**src/rtl/hazard_ctrl.sv**
```systemverilog
// ID-stage hazard controller: load-use stalls, mult/div HI/LO scoreboard and branch flushes.
// Optional stall performance counter enabled by defining HAZ_PERF_CNT_EN.
module hazard_ctrl #(
  parameter int MULDIV_LAT = 4,
  parameter int CNT_W      = 16
) (
  input  logic             clk,
  input  logic             rst_n,
  input  logic [4:0]       Rreg_addr12,
  input  logic [4:0]       Rreg_addr22,
  input  logic             UsesRs2,
  input  logic             UsesRt2,
  input  logic             MulDiv2,
  input  logic             HiLoRead2,
  input  logic             MemRead3,
  input  logic             RegWrite3,
  input  logic [4:0]       Wreg_addr3,
  input  logic             BranchTaken3,
  output logic             PCWrite,
  output logic             IFIDWrite,
  output logic             IFIDFlush,
  output logic             IDEXBubble,
  output logic             MulDivStart,
  output logic             HiLoWe,
  output logic             MulDivBusy,
  output logic [CNT_W-1:0] StallCount
);

  typedef enum logic [1:0] {
    IDLE = 2'd0,
    BUSY = 2'd1,
    DONE = 2'd2
  } state_t;

  localparam logic [3:0] CNT_LOAD = 4'(MULDIV_LAT - 1);

  state_t     state_r;
  logic [3:0] cnt_r;
  logic       busy_r;
  logic       hilowe_r;

  logic       lu_s;
  logic       md_s;
  logic       stall_s;
  logic       issue_s;

  // Hazard detection terms derived from the ID/EX contents and the scoreboard state.
  always_comb begin
    lu_s    = 1'b0;
    if (MemRead3 && RegWrite3 && (Wreg_addr3 != 5'd0)) begin
      lu_s = (UsesRs2 && (Rreg_addr12 == Wreg_addr3)) ||
             (UsesRt2 && (Rreg_addr22 == Wreg_addr3));
    end else begin
      lu_s = 1'b0;
    end
    md_s    = (state_r != IDLE) && (MulDiv2 || HiLoRead2);
    stall_s = (lu_s || md_s) && !BranchTaken3;
    issue_s = MulDiv2 && (state_r == IDLE) && !lu_s && !BranchTaken3;
  end

  // Pipeline control outputs; a taken branch overrides any stall because the ID instruction dies.
  always_comb begin
    PCWrite    = 1'b1;
    IFIDWrite  = 1'b1;
    IFIDFlush  = 1'b0;
    IDEXBubble = 1'b0;
    if (BranchTaken3) begin
      PCWrite    = 1'b1;
      IFIDWrite  = 1'b1;
      IFIDFlush  = 1'b1;
      IDEXBubble = 1'b1;
    end else if (stall_s) begin
      PCWrite    = 1'b0;
      IFIDWrite  = 1'b0;
      IFIDFlush  = 1'b0;
      IDEXBubble = 1'b1;
    end else begin
      PCWrite    = 1'b1;
      IFIDWrite  = 1'b1;
      IFIDFlush  = 1'b0;
      IDEXBubble = 1'b0;
    end
  end

  assign MulDivStart = issue_s;
  assign MulDivBusy  = busy_r;
  assign HiLoWe      = hilowe_r;

  // Mult/div scoreboard FSM; busy/HI-LO-write flags are registered alongside the state.
  // Branches are deliberately ignored once BUSY: the in-flight op is older than the branch.
  always_ff @(posedge clk or negedge rst_n) begin
    if (!rst_n) begin
      state_r  <= IDLE;
      cnt_r    <= 4'd0;
      busy_r   <= 1'b0;
      hilowe_r <= 1'b0;
    end else begin
      case (state_r)
        IDLE: begin
          if (issue_s) begin
            state_r  <= BUSY;
            cnt_r    <= CNT_LOAD;
            busy_r   <= 1'b1;
            hilowe_r <= 1'b0;
          end else begin
            state_r  <= IDLE;
            cnt_r    <= 4'd0;
            busy_r   <= 1'b0;
            hilowe_r <= 1'b0;
          end
        end
        BUSY: begin
          if (cnt_r == 4'd0) begin
            state_r  <= DONE;
            cnt_r    <= 4'd0;
            busy_r   <= 1'b1;
            hilowe_r <= 1'b1;
          end else begin
            state_r  <= BUSY;
            cnt_r    <= cnt_r - 4'd1;
            busy_r   <= 1'b1;
            hilowe_r <= 1'b0;
          end
        end
        DONE: begin
          state_r  <= IDLE;
          cnt_r    <= 4'd0;
          busy_r   <= 1'b0;
          hilowe_r <= 1'b0;
        end
        default: begin
          state_r  <= IDLE;
          cnt_r    <= 4'd0;
          busy_r   <= 1'b0;
          hilowe_r <= 1'b0;
        end
      endcase
    end
  end

`ifdef HAZ_PERF_CNT_EN
  logic [CNT_W-1:0] stall_cnt_r;

  // Saturating count of stalled cycles.
  always_ff @(posedge clk or negedge rst_n) begin
    if (!rst_n) begin
      stall_cnt_r <= {CNT_W{1'b0}};
    end else if (stall_s && (stall_cnt_r != {CNT_W{1'b1}})) begin
      stall_cnt_r <= stall_cnt_r + {{(CNT_W-1){1'b0}}, 1'b1};
    end else begin
      stall_cnt_r <= stall_cnt_r;
    end
  end

  assign StallCount = stall_cnt_r;
`else
  assign StallCount = {CNT_W{1'b0}};
`endif

endmodule

```
**config.mk**
```make
export PLATFORM = sky130hd
export DESIGN_NAME = hazard_ctrl
export DESIGN_NICKNAME = d
export VERILOG_FILES = /design/src/rtl/hazard_ctrl.sv
export SDC_FILE = /design/constraint.sdc
export NUM_CORES = 1
export LEC_CHECK = 0
export ABC_CLOCK_PERIOD_IN_PS = 2500
export BUFFER_PORTS_ARGS = -buffer_cell sky130_fd_sc_hd__buf_2
export CORE_MARGIN = 2
export CORE_UTILIZATION = 41
export DETAILED_ROUTE_END_ITERATION = 7
export PLACE_DENSITY_LB_ADDON = 0.15
export SLEW_MARGIN = 20
export SYNTH_ARGS = -nofsm -noshare
export SYNTH_HDL_FRONTEND = slang
export SYNTH_SLANG_ARGS = --single-unit
```
**constraint.sdc**
```tcl
create_clock -name clk -period 2.5 [get_ports clk]
set_input_delay 0.5 -clock clk [delete_from_list [all_inputs] [get_ports clk]]
set_output_delay 0.5 -clock clk [all_outputs]
set_load 0.005 [all_outputs]
```
* Yosys cells after proc, flatten, opt, wreduce, memory -nomap -nowiden
Index checks and enable logic that the tools add are counted.
** Operators by class
- Add/sub/neg operators :: 1
- Equal/unequal tests :: 3
- Multiplexer cells :: 16
- Reductions and logical operators :: 18
** Operators with widths (count)
- $eq 5x5->1 :: 2
- $mux 1 :: 10
- $logic_and 1x1->1 :: 9
- $pmux 4 s2 :: 1
- $reduce_bool 5->1 :: 1
- $logic_not 4->1 :: 1
- $mux 2 :: 2
- $mux 4 :: 1
- $pmux 2 s2 :: 1
- $sub 4x1->4 const B :: 1
- $logic_or 1x1->1 :: 3
- $eq 2x1->1 const B :: 1
- $logic_not 1->1 :: 2
- $logic_not 2->1 :: 1
- $pmux 1 s2 :: 1
- $reduce_bool 2->1 :: 1
** Storage, ports and cells
- Bits in registers :: 8
- Input bits :: 24
- Output and inout port bits :: 23
- Word-level logic and storage cells :: 42

* Longest topological paths before layout
- Depth in word-level cells :: 9
- Gate-level depth with buffers :: 6

* Worst setup path before layout
Ideal clock, no wire load.
- Path kind :: input -> output
- Start :: input port Wreg_addr3[0]
- End :: output port PCWrite
- Data arrival time :: 1489 ps
- Required time :: 2000 ps
- Setup slack :: 511 ps
- Stages :: 5
- Buffers on the path :: 1
- Cells stage by stage :: or3_1 > o311a_1 > nand2_1 > a21o_1 > buf_4
** Between the ends
- Longest elaborated chain between the ends :: 8
- Elaborated cells between the ends (all ways) :: 12
- Those cells by class :: eq/ne (2); mux (3); reduce/logical (7)
** RTL lines
- from (decl) :: line 17 : input logic [4:0] Wreg_addr3,
- $eq 5x5->1 (on tied branches) :: line 51, 52
- $logic_and 1x1->1 (on tied branches) :: line 51, 52
- $logic_or 1x1->1 :: line 51 : lu_s = (UsesRs2 && (Rreg_addr12 == Wreg_addr3)) ||
- $mux 1 * :: line 50 : if (MemRead3 && RegWrite3 && (Wreg_addr3 != 5'd0)) begin
- $logic_or 1x1->1 * :: line 57 : stall_s = (lu_s || md_s) && !BranchTaken3;
- $logic_and 1x1->1 * :: line 57
- $mux 1 * (2 in a row)
- to (decl) :: line 19 : output logic PCWrite,
Every way passes the cells marked *; elsewhere a longest branch is shown, timed or not.

* Worst setup path in the final report
- Start :: input port Wreg_addr3[0]
- End :: output port MulDivStart
** Between the ends
- Longest elaborated chain between the ends :: 7
- Elaborated cells between the ends (all ways) :: 11
- Those cells by class :: eq/ne (2); mux (1); reduce/logical (8)
** RTL lines
- $eq 5x5->1 (on tied branches) :: line 51, 52
- $logic_and 1x1->1 (on tied branches) :: line 51, 52
- $logic_or 1x1->1 :: line 51
- $mux 1 * :: line 50
- $logic_not 1->1 * :: line 58 : issue_s = MulDiv2 && (state_r == IDLE) && !lu_s && !BranchTaken3;
- $logic_and 1x1->1 * (2 in a row) :: line 58
- to (decl) :: line 23 : output logic MulDivStart,
Marked as above.

==> flow_summary.toml <==
[outcome]
status = "completed"

[route]
drc_errors = 0
drt_iter0_drc = 5
wl_per_cell_um = 8.96
vias = 489
drtPass1Iterations = 4
via_per_inst = 4.29
wl_um = 1020
ant_nets = 0

[clock_network]
cts_setup_buffers = 0
cts.sinks = 7
holdBufCountCts = 0
cts_buffers = 3
cts_max_level = 1
clock_latency_ns = 0.25
cts_tree = "yes"
clkTransAtPathRegs_ns = 0.05
clockBufferDepth = 2
cts_resized = 0
cts_root_buf = "clkbuf_4"

[final_layout]
layout.nets = 126
post-route-util = 0.541
fin_cells = 114
nFillCells = 132
drive_above_1_share = 0.384
final_area_um2 = 731
diodes = 0
syn_to_final_growth_pct = 18.9

[global_route]
gr-usage-all-layers = 0.122
grt_max_degree = 8
overflow = 0
grt_pass1_vias = 431
grt_pass1_wl_um = 1700
antenna_found_initial = 0

[worst_setup_path]
start_kind = "primary input"
crit_type = "in2out"
crit_path_max_fanout = 5
worstSetupEndpointType = "output pin"
worst_ep_required_time_ns = 2.00
arrival_ns = 1.72
r2r_slack_ns = 1.34

[synth]
synth_cell_types = 20
synth-seq-cells = 7
syn_area_per_cell_um2 = 9.03
yosysSeqAreaShare = 0.285
syn_inst = 68
syn-cell-area_um2 = 614
yosysWarnings = 0

[timing]
fin_setup_tns_ns = 0
final-max-slew-violation-count = 0
setup_viol = 0
finClkSkew_ns = 0.00674
rsz0062_at_grt = "false"
period_minus_slack_ns = 2.22
whs_ns = 0.0688
hold_viol_final = 0
fmax_mhz = 450
fin_crit_sh = 0.889

[pwr]
vdd_drop_max_uv = 537
p_switching_mw = 0.198
power_leakage_nw = 0.387
combPwrFrac = 0.469
clock_power_share = 0.183
switching_share = 0.360
p_int_mw = 0.352
power_density_nw_per_um2 = 753
seq_power_share = 0.348

[floorplan]
start_util = 0.455
core_area_um2 = 1350
num_io_pins = 47
die_w_um = 42.7
die_area_um2 = 1820
die_h_um = 42.7
placementRows = 13

[placement]
placedCellCount = 110
dpl_cell_area_um2 = 704
hpwl_um = 880
portBuffers = 30
routabilityCongestion = 0.745

[worst_hold_path]
hold_class = "in2async"

[job]
drv_cap = 0
## critical path, cell delays in order
cell     delay, ns
buf_2         0.12
or3_1         0.37
o311a_1       0.33
a21bo_4       0.25
inv_1         0.05
buf_2         0.10
## state kept, by name, indices dropped and copies added (netlist names)
register    count
cnt_r           4
MulDivBusy      1
HiLoWe          1
state_r         1
## path summary, 6_finish.rpt
path / from / endpoint / cells after the start
worst max-delay path: Wreg_addr3[0] / MulDivStart / 6
worst max register to register: HiLoWe / cnt_r[1] / 3
max in group asynchronous: rst_n / cnt_r[2] / 1
worst min register to register: cnt_r[0] / cnt_r[0] / 1
min in group clk: cnt_r[0] / cnt_r[0] / 1
worst min-delay path: rst_n / state_r[0] / 1
## metal layers
metal	global-route usage	part of all wire
met5	0	0
met4	0.0188	0
met3	0.0553	0.11
met2	0.191	0.47
met1	0.156	0.42
## synthesized netlist by cell type
master / count / area (um2)
ha_1: 2 / 25.0
o22ai_1: 2 / 12.5
nand2_2: 2 / 12.5
nor3_1: 1 / 5.00
nand3b_1: 1 / 7.51
o21ai_2: 2 / 17.5
nor4b_1: 1 / 8.76
a21bo_4: 1 / 16.3
nand2b_1: 2 / 12.5
inv_1: 3 / 11.3
nand2_1: 4 / 15.0
xnor2_1: 12 / 105
nor2_1: 4 / 15.0
or3_1: 1 / 6.26
dfrtp_1: 7 / 175
o311a_1: 1 / 10.0
a21o_1: 1 / 7.51
nand4_1: 2 / 12.5
buf_4: 18 / 135
conb_1: 1 / 3.75
## cell families (layout without fill, tap and decap cells)
| family | Yosys count | count (layout) | share of synthesized area |
|---|---|---|---|
| compound gates | 7 | 7 | 0.104 |
| xor+xnor | 12 | 12 | 0.171 |
| fa+ha+maj | 2 | 2 | 0.0407 |
| buf+inv | 21 | 37 | 0.238 |
| flops | 7 | 7 | 0.285 |
| other cells | 1 | 16 | 0.00610 |
| simple gates | 18 | 18 | 0.155 |
## final cells by class
cell class,instances,area (um2),share of cell area
multi-input combinational,55,349,0.478
sequential,7,175,0.240
timing repair buffer,30,150,0.205
clock buffer,4,26.3,0.0360
tap,15,18.8,0.0257
inverter,3,11.3,0.0154
## layout by cell type (no fill, tap or decap), types with 2 or more instances in the layout
cell type  count
inv_1          3
nor2_1         4
nand2b_1       2
nand2_2        2
conb_1        16
o21ai_2        2
buf_2         30
clkbuf_4       3
dfrtp_1        7
nand4_1        2
o22ai_1        2
nand2_1        4
ha_1           2
xnor2_1       12
## power by group through the flow
stage | clock [mW] | combinational [mW] | sequential (mW)
2_1_floorplan | 0 | 0.206 | 0.190
3_3_place_gp | 0 | 0.264 | 0.192
3_5_place_dp | 0 | 0.261 | 0.193
4_1_cts | 0.106 | 0.262 | 0.191
5_1_grt | 0.108 | 0.296 | 0.199
6_report | 0.101 | 0.258 | 0.191
## per-stage QoR
stage | setup WS (ns) | power [mW]
final | 0.276 | 0.550
after global routing | 0.233 | 0.603
after CTS | 0.267 | 0.560
after detailed placement | 0.267 | 0.454
after global placement | 0.278 | 0.455
after floorplan | 0.511 | 0.396
Note: power is estimated with default switching activity, not from simulation.
